[src/rtl/ps2_pkg.sv]
// Shared PS/2 definitions: prefix scancodes, tracked-key table, decoder states and the event record.
package ps2_pkg;

  localparam logic [7:0] SC_EXT = 8'hE0;
  localparam logic [7:0] SC_BRK = 8'hF0;

  // {ext, code}: ext=1 for E0-prefixed keys
  typedef logic [8:0] key_code_t;

  localparam key_code_t KEY_TABLE [8] = '{
    9'h16B, 9'h172, 9'h175, 9'h174,
    9'h01C, 9'h01B, 9'h01D, 9'h023
  };

  typedef enum logic [1:0] {
    DEC_IDLE    = 2'd0,
    DEC_EXT     = 2'd1,
    DEC_BRK     = 2'd2,
    DEC_EXT_BRK = 2'd3
  } dec_state_t;

  typedef struct packed {
    logic [2:0] slot;
    logic       press;
  } key_event_t;

endpackage

[src/rtl/ps2_rx.sv]
// PS/2 frame receiver: pin synchronisers, 11-bit frame shifter, odd-parity/stop check and
// mid-frame timeout. Emits a one-cycle byte strobe or a one-cycle error pulse per frame.
module ps2_rx #(
  parameter int SYNC_STAGES    = 2,
  parameter int TIMEOUT_CYCLES = 50000
) (
  input  logic       clk,
  input  logic       reset_n,
  input  logic       ps_clk,
  input  logic       ps_data,
  output logic [7:0] rx_byte,
  output logic       rx_strobe,
  output logic       rx_err
);

  localparam int TW = $clog2(TIMEOUT_CYCLES + 1);

  logic [SYNC_STAGES-1:0] clk_sync;
  logic [SYNC_STAGES-1:0] data_sync;
  logic                   clk_prev;
  logic                   clk_fall;
  logic                   data_bit;
  logic [3:0]             bit_cnt;
  logic [9:0]             shift;
  logic                   frame_done;
  logic [TW-1:0]          idle_cnt;

  // Lines idle high, so the synchronisers reset to 1 to avoid a false edge
  always_ff @(posedge clk or negedge reset_n) begin
    if (!reset_n) begin
      clk_sync  <= '1;
      data_sync <= '1;
      clk_prev  <= 1'b1;
    end else begin
      clk_sync  <= {clk_sync[SYNC_STAGES-2:0], ps_clk};
      data_sync <= {data_sync[SYNC_STAGES-2:0], ps_data};
      clk_prev  <= clk_sync[SYNC_STAGES-1];
    end
  end

  assign clk_fall = clk_prev & ~clk_sync[SYNC_STAGES-1];
  assign data_bit = data_sync[SYNC_STAGES-1];

  always_ff @(posedge clk or negedge reset_n) begin
    if (!reset_n) begin
      bit_cnt    <= 4'd0;
      shift      <= '0;
      frame_done <= 1'b0;
      idle_cnt   <= '0;
      rx_byte    <= 8'h00;
      rx_strobe  <= 1'b0;
      rx_err     <= 1'b0;
    end else begin
      rx_strobe  <= 1'b0;
      rx_err     <= 1'b0;
      frame_done <= 1'b0;

      // shift holds {stop, parity, data[7:0]} once all ten post-start bits are in
      if (frame_done) begin
        if (shift[9] && (^shift[8:0])) begin
          rx_byte   <= shift[7:0];
          rx_strobe <= 1'b1;
        end else begin
          rx_err <= 1'b1;
        end
      end

      if (clk_fall) begin
        idle_cnt <= '0;
        if (bit_cnt == 4'd0) begin
          if (!data_bit) bit_cnt <= 4'd1;
          else           rx_err  <= 1'b1;
        end else begin
          shift <= {data_bit, shift[9:1]};
          if (bit_cnt == 4'd10) begin
            bit_cnt    <= 4'd0;
            frame_done <= 1'b1;
          end else begin
            bit_cnt <= bit_cnt + 4'd1;
          end
        end
      end else if (bit_cnt != 4'd0) begin
        if (idle_cnt == TW'(TIMEOUT_CYCLES - 1)) begin
          rx_err   <= 1'b1;
          bit_cnt  <= 4'd0;
          idle_cnt <= '0;
        end else begin
          idle_cnt <= idle_cnt + 1'b1;
        end
      end else begin
        idle_cnt <= '0;
      end
    end
  end

endmodule

[src/rtl/ps2_key_tracker.sv]
// PS/2 keyboard front end: prefix decoder, key-table match, held-key bitmap and event FIFO.
// Optional macro TYPEMATIC_FILTER_EN suppresses press events for keys already held.
module ps2_key_tracker
  import ps2_pkg::*;
#(
  parameter int NUM_KEYS       = 4,
  parameter int FIFO_DEPTH     = 8,
  parameter int TIMEOUT_CYCLES = 50000,
  parameter int SYNC_STAGES    = 2
) (
  input  logic                Clk,
  input  logic                reset_n,
  input  logic                psClk,
  input  logic                psData,
  output logic [NUM_KEYS-1:0] key_down,
  output logic                ev_valid,
  input  logic                ev_ready,
  output logic [2:0]          ev_slot,
  output logic                ev_press,
  output logic [7:0]          keyCode,
  output logic                press,
  output logic                overflow,
  output logic                frame_err
);

  localparam int AW = $clog2(FIFO_DEPTH);

  logic [7:0] rx_byte;
  logic       rx_strobe;

  ps2_rx #(
    .SYNC_STAGES    (SYNC_STAGES),
    .TIMEOUT_CYCLES (TIMEOUT_CYCLES)
  ) u_rx (
    .clk       (Clk),
    .reset_n   (reset_n),
    .ps_clk    (psClk),
    .ps_data   (psData),
    .rx_byte   (rx_byte),
    .rx_strobe (rx_strobe),
    .rx_err    (frame_err)
  );

  dec_state_t state, state_next;
  logic       is_make, is_break, code_ext;

  always_comb begin
    state_next = state;
    is_make    = 1'b0;
    is_break   = 1'b0;
    code_ext   = 1'b0;
    if (rx_strobe) begin
      case (state)
        DEC_IDLE: begin
          if (rx_byte == SC_EXT)      state_next = DEC_EXT;
          else if (rx_byte == SC_BRK) state_next = DEC_BRK;
          else                        is_make    = 1'b1;
        end
        DEC_EXT: begin
          if (rx_byte == SC_BRK) begin
            state_next = DEC_EXT_BRK;
          end else if (rx_byte != SC_EXT) begin
            is_make    = 1'b1;
            code_ext   = 1'b1;
            state_next = DEC_IDLE;
          end
        end
        DEC_BRK: begin
          state_next = DEC_IDLE;
          if (rx_byte != SC_EXT && rx_byte != SC_BRK) is_break = 1'b1;
        end
        DEC_EXT_BRK: begin
          // a stray prefix here abandons the sequence rather than guessing
          state_next = DEC_IDLE;
          if (rx_byte != SC_EXT && rx_byte != SC_BRK) begin
            is_break = 1'b1;
            code_ext = 1'b1;
          end
        end
        default: state_next = DEC_IDLE;
      endcase
    end
  end

  key_code_t  lookup;
  logic       hit;
  logic [2:0] match_slot;
  logic       ev_hit;
  logic       push;

  assign lookup = {code_ext, rx_byte};

  // Scan downwards so the lowest matching slot is the one left standing
  always_comb begin
    hit        = 1'b0;
    match_slot = 3'd0;
    for (int i = NUM_KEYS - 1; i >= 0; i--) begin
      if (lookup == KEY_TABLE[i]) begin
        hit        = 1'b1;
        match_slot = 3'(i);
      end
    end
  end

  assign ev_hit = hit & (is_make | is_break);

`ifdef TYPEMATIC_FILTER_EN
  logic [7:0] down_wide;
  assign down_wide = 8'(key_down);
  assign push      = ev_hit & ~(is_make & down_wide[match_slot]);
`else
  assign push      = ev_hit;
`endif

  for (genvar gi = 0; gi < NUM_KEYS; gi++) begin : g_key
    always_ff @(posedge Clk or negedge reset_n) begin
      if (!reset_n)                               key_down[gi] <= 1'b0;
      else if (ev_hit && match_slot == 3'(gi))    key_down[gi] <= is_make;
    end
  end

  always_ff @(posedge Clk or negedge reset_n) begin
    if (!reset_n) begin
      state   <= DEC_IDLE;
      keyCode <= 8'h00;
      press   <= 1'b0;
    end else begin
      state <= state_next;
      if (rx_strobe) keyCode <= rx_byte;
      if (is_make)       press <= 1'b1;
      else if (is_break) press <= 1'b0;
    end
  end

  // Show-ahead FIFO; pointers carry a wrap bit to tell full from empty
  key_event_t mem [FIFO_DEPTH];
  key_event_t head;
  logic [AW:0] wr_ptr, rd_ptr;
  logic        full, pop, push_ok;

  assign full    = (wr_ptr[AW] != rd_ptr[AW]) && (wr_ptr[AW-1:0] == rd_ptr[AW-1:0]);
  assign ev_valid = (wr_ptr != rd_ptr);
  assign pop     = ev_valid & ev_ready;
  assign push_ok = push & (~full | pop);

  always_ff @(posedge Clk) begin
    if (push_ok) mem[wr_ptr[AW-1:0]] <= '{slot: match_slot, press: is_make};
  end

  always_ff @(posedge Clk or negedge reset_n) begin
    if (!reset_n) begin
      wr_ptr   <= '0;
      rd_ptr   <= '0;
      overflow <= 1'b0;
    end else begin
      if (push_ok)           wr_ptr   <= wr_ptr + 1'b1;
      if (pop)               rd_ptr   <= rd_ptr + 1'b1;
      if (push && !push_ok)  overflow <= 1'b1;
    end
  end

  assign head     = mem[rd_ptr[AW-1:0]];
  assign ev_slot  = head.slot;
  assign ev_press = head.press;

endmodule
[config.mk]
export PLATFORM = sky130hd
export DESIGN_NAME = ps2_key_tracker
export DESIGN_NICKNAME = d
export VERILOG_FILES = /design/src/rtl/ps2_pkg.sv /design/src/rtl/ps2_rx.sv /design/src/rtl/ps2_key_tracker.sv
export SDC_FILE = /design/constraint.sdc
export NUM_CORES = 1
export LEC_CHECK = 0
export BUFFER_PORTS_ARGS = -buffer_cell sky130_fd_sc_hd__buf_2
export CORE_AREA = 2 2 133 135
export CTS_CLUSTER_SIZE = 8
export DETAILED_ROUTE_END_ITERATION = 7
export DIE_AREA = 0 0 135 137
export GPL_ROUTABILITY_DRIVEN = 0
export REMOVE_ABC_BUFFERS = 1
export SLEW_MARGIN = 0
export SYNTH_ARGS = -nofsm -noshare
export SYNTH_HDL_FRONTEND = slang
export SYNTH_SLANG_ARGS = --single-unit
[constraint.sdc]
create_clock -name Clk -period 4.1 [get_ports Clk]
set_clock_uncertainty 0.1 [all_clocks]
set_input_delay 0.205 -clock Clk [delete_from_list [all_inputs] [get_ports Clk]]
set_output_delay 0.205 -clock Clk [all_outputs]
set_load 0.01 [all_outputs]
==> metrics.yaml, run 1 <==
run:
  max_cap_viol_count: 0
route:
  ant_nets: 0
  vias: 2483
  firstDrtPassIters: 4
  drt_wl_total_mm: 7.47
  drt_iter0_markers: 172
  drc: 0
  wl_per_cell_um: 12.9
  viasPerCell: 4.30
hold_path:
  hp-class: "input pin to flop"
  hold_depth: 3
  min_from: "ev_ready"
  hold_end: "rd_ptr[0]$_DFFE_PN0P_"
layout:
  num_antenna_cells: 0
  area_growth_pct: 15.9
  final_area_um2: 4830
  fillerInstances: 1771
  nNetsFinal: 358
  drive_above_1_share: 0.247
setup_path:
  arrival_ns: 2.42
  worst_setup_path_end_kind: "flop"
  rr_worst_depth: 5
  required_ns: 3.99
  crit_start: "u_rx.rx_byte[0]$_DFFE_PN0P_"
  path_class: "flop to flop"
  cp-start-kind: "flop"
  r2r_slack_ns: 1.57
  timing.rr.end: "mem[1][1]$_DFFE_PP_"
  rr_startpoint: "u_rx.rx_byte[0]$_DFFE_PN0P_"
  crit_path_max_fanout: 9
timing:
  min_period_ns: 2.53
  fin_crit_sh: 0.617
  relSlewSlack: 0.353
  worst_pin_slew_ns: 0.967
  fmax_ghz: 0.395
  slew_violations: 0
  setup-violations-final: 0
  rsz0062_at_grt: "false"
  setup_tns_ns: 0
  hold_viol_final: 0
synth:
  syn-cell-area_um2: 4170
  synth_edf_count: 24
  ys_warn_count: 0
  ys_seq_area_frac: 0.594
  netlist_instances: 322
  ys_async_sr_fraction: 0.745
  post_synth.cell_area_avg_um2: 13.0
  synth-main-ff-cell: "dfrtp_1"
  synth-seq-cells: 94
  yosysUniqueCellTypes: 49
floorplanning:
  die_w_um: 135
  rows: 48
  design.die.area_um2: 18500
  initial_core_util: 0.244
  io_pins: 25
  coreArea_um2: 17100
  die_h_um: 137
cts:
  clockBufferDepth: 2
  cts_tree: "built"
  cts_buffers: 9
  cts_sinks: 94
  clk_latency_ns: 0.35
  htreeDepth: 3
  clk_pin_slew_ns: 0.07
  cts-root-buf: "clkbuf_16"
power_and_ir_drop:
  p_switching_mw: 0.652
  ir_drop_v: 0.000195
  power_leakage_nw: 1.99
  seqPwrFrac: 0.487
  pwr_density_cell_nw_per_um2: 477
  switching_share: 0.282
  comb_power_share: 0.157
  p_int_mw: 1.66
  pwr-share-clk: 0.356
global_routing:
  antenna_found_initial: 0
  globalRouteOverflowTotal: 0
  grt_usage: 0.0885
  grt_max_degree: 57
  grt_first_pass_wirelength_mm: 12.9
  grt_pass1_vias: 2570
outcome:
  status: "completed"
placement:
  portBuffers: 23
  hpwl_mm: 5.23
  placed_area_um2: 4510
## power by group through the flow
stage                     Clock, mW  Sequential [mW]  Combinational (mW)
final                         0.822             1.12               0.362
after global routing          0.895             1.14               0.414
after floorplan                   0             1.12               0.294
after CTS                     0.847             1.12               0.370
after global placement            0             1.14               0.351
after detailed placement          0             1.14               0.363
## cells in the final DEF, fill, tap and decap left out, types with 4 or more instances in the layout
cell type / count
a21oi_1: 4
buf_2: 23
clkbuf_16: 9
dfrtp_1: 65
dfstp_2: 5
edfxtp_1: 24
ha_1: 6
inv_1: 11
inv_8: 4
mux2_2: 23
mux2_4: 8
mux4_2: 6
nand2_1: 21
nand3_1: 12
nand3b_1: 4
nand4_1: 6
nor2_1: 30
nor3_1: 5
nor4_1: 6
o21ai_0: 9
xnor2_1: 19
xor2_1: 12
## sequential cells by signal (all words and copies together) (netlist names)
name / cells
mem: 24
u_rx.idle_cnt: 16
u_rx.shift: 10
keyCode: 8
u_rx.rx_byte: 8
key_down: 4
rd_ptr: 4
u_rx.bit_cnt: 4
wr_ptr: 4
state: 2
u_rx.clk_sync: 2
u_rx.data_sync: 2
overflow: 1
press: 1
u_rx.clk_prev: 1
u_rx.frame_done: 1
u_rx.rx_err: 1
u_rx.rx_strobe: 1
## stage by stage
stage / setup WS [ns] / util / hold slack [ns] / cells / power, mW
floorplan: 1.84 / - / -0.191 / 309 / 1.41
global placement: 1.73 / 0.264 / 0.0244 / 558 / 1.49
detailed placement: 1.61 / 0.264 / 0.0342 / 558 / 1.50
CTS: 1.59 / 0.283 / 0.144 / 577 / 2.34
global route: 1.41 / 0.283 / 0.187 / 577 / 2.45
finish: 1.57 / 0.283 / 0.155 / 577 / 2.31
## how the worst max path moves through the flow
stage | endpoint | slack, ns | cells past startpoint
after global routing | mem[1][0]$_DFFE_PP_ | 1.41 | 5
final | mem[1][1]$_DFFE_PP_ | 1.57 | 5
after global placement | mem[1][0]$_DFFE_PP_ | 1.73 | 5
after CTS | mem[1][0]$_DFFE_PP_ | 1.59 | 5
after floorplan | mem[1][0]$_DFFE_PP_ | 1.84 | 5
after detailed placement | mem[1][2]$_DFFE_PP_ | 1.61 | 5
## cells in the mapped netlist, types with 3 or more instances
master | instances | area share
xor2_1 | 12 | 0.025
mux2_2 | 23 | 0.062
o21ai_0 | 9 | 0.011
nor4_1 | 6 | 0.0090
dfstp_2 | 5 | 0.032
mux2_4 | 8 | 0.029
nand4_1 | 6 | 0.0090
inv_1 | 11 | 0.0099
nand3_1 | 12 | 0.014
mux4_2 | 6 | 0.032
clkbuf_1 | 4 | 0.0036
xnor2_1 | 19 | 0.040
dfrtp_1 | 65 | 0.39
nand2_1 | 21 | 0.019
or2_2 | 3 | 0.0045
nor2_1 | 30 | 0.027
nor4b_1 | 3 | 0.0063
nor3_1 | 5 | 0.0060
ha_1 | 6 | 0.018
a21oi_1 | 4 | 0.0048
buf_1 | 3 | 0.0027
edfxtp_1 | 24 | 0.17
nand3b_1 | 4 | 0.0072
## cell families after synthesis
logic type,synth area share
and+or+nand+nor,0.126
DFF,0.594
muxes,0.126
xor gates and xnor gates,0.0705
AOI/OAI and AO/OA,0.0378
buffers and inverters,0.0261
adders and majority gates,0.0180
other,0.000899
## worst max-delay path, cell delays in order (launching register included)
cell     delay, ns
dfrtp_1       0.46
or3b_1        0.46
a21o_1        0.21
a21oi_4       0.21
nand2_4       0.12
nor4b_1       0.62
## layer usage
layer / global-route usage / vias up / wire length [µm]
met5: 0 / - / 0
met4: 0.0347 / 0 / 112
met3: 0.0270 / 9 / 295
met2: 0.148 / 33 / 3720
met1: 0.107 / 1263 / 3340
li1: - / 1178 / -
## what timing repair did
| item | CTS | global route |
|---|---|---|
| setup buffers | 0 | 0 |
| endpoints found under the hold margin | 16 | 0 |
| hold buffers | 3 | 0 |
| setup endpoints to repair | 0 | 0 |
| gates resized for setup | 0 | 0 |
## area by class of cell
| cell class | instances | area (µm²) | share of cell area |
|---|---|---|---|
| flip-flops and latches | 94 | 2480 | 0.513 |
| clock inverters | 7 | 70.1 | 0.0145 |
| inverters | 11 | 41.3 | 0.00854 |
| multi-input cells | 204 | 1580 | 0.328 |
| repair buffers | 27 | 153 | 0.0316 |
| well taps | 225 | 282 | 0.0583 |
| clock buffers | 9 | 225 | 0.0466 |
Note: power is estimated with default switching activity, not from simulation.
==> run 2: changes to the inputs <==
--- a/config.mk
+++ b/config.mk
@@ -5,11 +5,12 @@
 export SDC_FILE = /design/constraint.sdc
 export NUM_CORES = 1
 export LEC_CHECK = 0
+export ABC_AREA = 1
 export BUFFER_PORTS_ARGS = -buffer_cell sky130_fd_sc_hd__buf_2
-export CORE_AREA = 2 2 133 135
+export CORE_AREA = 2 2 139 141
 export CTS_CLUSTER_SIZE = 8
 export DETAILED_ROUTE_END_ITERATION = 7
-export DIE_AREA = 0 0 135 137
+export DIE_AREA = 0 0 141 143
 export GPL_ROUTABILITY_DRIVEN = 0
 export REMOVE_ABC_BUFFERS = 1
 export SLEW_MARGIN = 0
==> constraint.sdc (replaced) <==
create_clock -name Clk -period 2.3 [get_ports Clk]
set_clock_uncertainty 0.1 [all_clocks]
set_input_delay 0.115 -clock Clk [delete_from_list [all_inputs] [get_ports Clk]]
set_output_delay 0.115 -clock Clk [all_outputs]
set_load 0.01 [all_outputs]
==> run 2 against run 1 <==
Core utilization is 0.67 points higher. Hold slack better by 0.10 ns. Register-to-register slack worse by 1.3 ns. Global-route usage is 1.3 points higher. Critical endpoint is now mem[5][1]$_DFFE_PP_.
==> metrics.yaml, run 2 <==
outcome:
  status: "completed"  # unchanged
synth:
  synth-main-ff-cell: "dfrtp_1"  # unchanged
  ys_warn_count: 0  # unchanged
  ys_seq_area_frac: 0.540  # was 0.594
  yosysMostFrequentCell: "nand2_1"  # was dfrtp_1
  synth-seq-cells: 94  # unchanged
  netlist_instances: 529  # was 322
  ys_top_cells_by_count: "nand2_1, nor2_1, dfrtp_1, inv_1, o21ai_0"  # was dfrtp_1, nor2_1, edfxtp_1, mux2_2, nand2_1
  yosysUniqueCellTypes: 42  # was 49
  synth_edf_count: 24  # unchanged
  syn-cell-area_um2: 4590  # was 4170 µm²
  netlist_top_cells_area: "dfrtp_1, edfxtp_1, nand2_1, nor2_1, inv_1"  # was dfrtp_1, edfxtp_1, mux2_2, xnor2_1, mux4_2
  post_synth.cell_area_avg_um2: 8.68  # was 13.0 µm²
  synth_top_area_frac: 0.354  # was 0.390
  ys_async_sr_fraction: 0.745  # unchanged
  synth_top_area_cell: "dfrtp_1"  # unchanged
run:
  max_cap_viol_count: 0  # unchanged
power_and_ir_drop:
  ir_drop_v: 0.000394  # was 0.000195 V
  p_switching_mw: 1.85  # was 0.652 mW
  seqPwrFrac: 0.412  # was 0.487
  pwr_density_cell_nw_per_um2: 958  # was 477 nW/µm²
  p_int_mw: 3.32  # was 1.66 mW
  switching_share: 0.358  # was 0.282
  comb_power_share: 0.288  # was 0.157
  power_mw: 5.16  # was 2.31 mW
  power_leakage_nw: 2.46  # was 1.99 nW
  pwr-share-clk: 0.299  # was 0.356
hold_path:
  hp-class: "flop to flop"  # was input pin to flop
  min_from: "u_rx.data_sync[0]$_DFF_PN1_"  # was ev_ready
  hold_depth: 0  # was 3
  hold_end: "u_rx.data_sync[1]$_DFF_PN1_"  # was rd_ptr[0]$_DFFE_PN0P_
route:
  drc: 0  # unchanged
  drt_wl_total_mm: 9.34  # was 7.47 mm
  firstDrtPassIters: 4  # unchanged
  vias: 3548  # was 2483
  wl_per_cell_um: 11.6  # was 12.9 µm
  drt_iter0_markers: 219  # was 172
  viasPerCell: 4.40  # was 4.30
  ant_nets: 0  # unchanged
setup_path:
  crit_path_max_fanout: 8  # was 9
  r2r_slack_ns: 0.26  # was 1.57 ns
  crit_top_cell: "nand3_2"
  slowest_stage: "dfrtp_1"  # was nor4b_1
  timing.rr.end: "mem[5][1]$_DFFE_PP_"  # was mem[1][1]$_DFFE_PP_
  arrival_ns: 1.96  # was 2.42 ns
  slowest_delay_ns: 0.42  # was 0.62 ns
  worstPathCellList: "nand2_1 > nor2_2 > o21ai_4 > buf_4 > nand3_2 > nand3_4 > nand3_2 > nor2_1"  # was or3b_1 > a21o_1 > a21oi_4 > nand2_4 > nor4b_1
  worst_setup_path_end_kind: "flop"  # unchanged
  rr_worst_depth: 8  # was 5
  required_ns: 2.23  # was 3.99 ns
  cp-start-kind: "flop"  # unchanged
  rr_startpoint: "u_rx.rx_byte[7]$_DFFE_PN0P_"  # was u_rx.rx_byte[0]$_DFFE_PN0P_
  path_class: "flop to flop"  # unchanged
layout:
  largest_reg_flops: 24  # unchanged
  regArea_um2: 2480  # unchanged
  final_util: 0.290  # was 0.283
  drive_above_1_share: 0.162  # was 0.247
  area_growth_pct: 17.4  # was 15.9%
  fillerInstances: 1944  # was 1771
  final_common_cell: "nand2_1"  # was dfrtp_1
  multi_input_area_um2: 1830  # was 1580 µm²
  final_cell_mix: "nand2_1, nor2_1, dfrtp_1"  # was dfrtp_1, nor2_1, edfxtp_1
  nNetsFinal: 579  # was 358
  num_antenna_cells: 0  # unchanged
global_routing:
  antenna_found_initial: 0  # unchanged
  grt_pass1_vias: 3497  # was 2570
  grt_first_pass_wirelength_mm: 16.4  # was 12.9 mm
  grt_usage: 0.101  # was 0.0885
  globalRouteOverflowTotal: 0  # unchanged
  grt_max_degree: 71  # was 57
placement:
  pre_cts_ws_ns: 0.239  # was 1.61 ns
  portBuffers: 23  # unchanged
  hpwl_mm: 6.71  # was 5.23 mm
timing:
  relSlewSlack: 0.410  # was 0.353
  rsz0062_at_grt: "false"  # unchanged
  slew_violations: 0  # unchanged
  holdWs_ns: 0.256  # was 0.155 ns
  setup-violations-final: 0  # unchanged
  worst_pin_slew_ns: 0.885  # was 0.967 ns
  setup_tns_ns: 0  # unchanged
  fmax_ghz: 0.491  # was 0.395 GHz
  worst_slack_ns: 0.265  # was 1.57 ns
  hold_viol_final: 0  # unchanged
  fin_crit_sh: 0.885  # was 0.617
  min_period_ns: 2.04  # was 2.53 ns
cts:
  clk_pin_slew_ns: 0.07  # about the same
  clockBufferDepth: 2  # unchanged
  cts-root-buf: "clkbuf_16"  # unchanged
  htreeDepth: 3  # unchanged
  clk_latency_ns: 0.35  # about the same
  cts_setup_buffers: 0  # unchanged
  cts_tree: "built"  # unchanged
  cts_buffers: 9  # unchanged
  cts_sinks: 94  # unchanged
floorplanning:
  initial_core_util: 0.247  # was 0.244
  coreArea_um2: 18600  # was 17100 µm²
  io_pins: 25  # unchanged
  die_w_um: 141  # was 135 µm
  design.die.area_um2: 20200  # was 18500 µm²
  die_h_um: 143  # was 137 µm
  rows: 50  # was 48
[run 2: cell count changes in the layout (fill, tap and decap cells not counted), moves of 12 or more]
cell / previous run / this run
a21oi_1: 4 / 16
inv_1: 11 / 53
mux2_2: 23 / 2
nand2_1: 21 / 126
nand3_1: 12 / 32
nor2_1: 30 / 68
o21ai_0: 9 / 33
xnor2_1: 19 / 2
[run 2: worst max-delay path by stage]
stage / startpoint / end / slack [ns] / cells after the start
finish: u_rx.rx_byte[7]$_DFFE_PN0P_ / mem[5][1]$_DFFE_PP_ / 0.26 / 8
global route: u_rx.rx_byte[0]$_DFFE_PN0P_ / mem[5][1]$_DFFE_PP_ / 0.12 / 9
CTS: u_rx.bit_cnt[0]$_DFFE_PN0P_ / u_rx.bit_cnt[1]$_DFFE_PN0P_ / 0.23 / 7
detailed placement: u_rx.bit_cnt[0]$_DFFE_PN0P_ / u_rx.shift[8]$_DFFE_PN0P_ / 0.24 / 6
global placement: u_rx.bit_cnt[0]$_DFFE_PN0P_ / u_rx.bit_cnt[1]$_DFFE_PN0P_ / 0.26 / 7
floorplan: rd_ptr[0]$_DFFE_PN0P_ / mem[1][0]$_DFFE_PP_ / 0.44 / 7
[run 2: repair_timing]
action,4_1_cts,5_1_grt
hold buffers,4,0
resized for setup,0,1
hold endpoints to repair,70,0
setup endpoints to repair,0,1
[run 2: power groups by stage]
stage          combinational, mW  clock [mW]  sequential [mW]
5_1_grt                     1.73        1.67             2.16
2_1_floorplan               1.04           0             2.13
3_3_place_gp                1.46           0             2.16
3_5_place_dp                1.49           0             2.16
6_report                    1.49        1.55             2.13
4_1_cts                     1.50        1.60             2.13
[run 2: stage by stage]
step	cells	instance area [µm²]
2_1_floorplan	519	4540
3_3_place_gp	787	5040
3_5_place_dp	787	5040
4_1_cts	807	5390
5_1_grt	807	5390
6_report	807	5390
[run 2: layer usage]
metal	track usage	vias to the layer above	part of all wire
met5	0	-	0
met4	0.0347	0	0.015
met3	0.0285	10	0.033
met2	0.165	53	0.46
met1	0.130	1676	0.49
li1	-	1809	-
[run 2: critical path, delay by kind of cell (launching register included)]
kind	cells	cell delay, ns
flip-flops	1	0.42
buffers and inverters	1	0.16
AND/OR/NAND/NOR	6	0.90
AO/OA/AOI/OAI	1	0.15
[run 2: final cells by class]
class	count	share of cell area
Inverter	62	0.0432
Multi-Input combinational cell	363	0.340
Clock inverter	7	0.0158
Timing Repair Buffer	38	0.0446
Clock buffer	9	0.0418
Tap cell	234	0.0543
Sequential cell	94	0.460
[run 2: kinds of logic (layout without fill, tap and decap cells)]
logic type | count (synthesis) | after routing | share of synthesized area
AO/OA/AOI/OAI | 64 | 64 | 0.0785
XOR/XNOR | 9 | 9 | 0.0172
adder cells (fa/ha/maj) | 6 | 6 | 0.0164
multiplexers | 2 | 2 | 0.00491
other | 1 | 1 | 0.000817
buffers and inverters | 72 | 116 | 0.0608
flip-flops | 94 | 94 | 0.540
AND/OR/NAND/NOR | 281 | 281 | 0.281
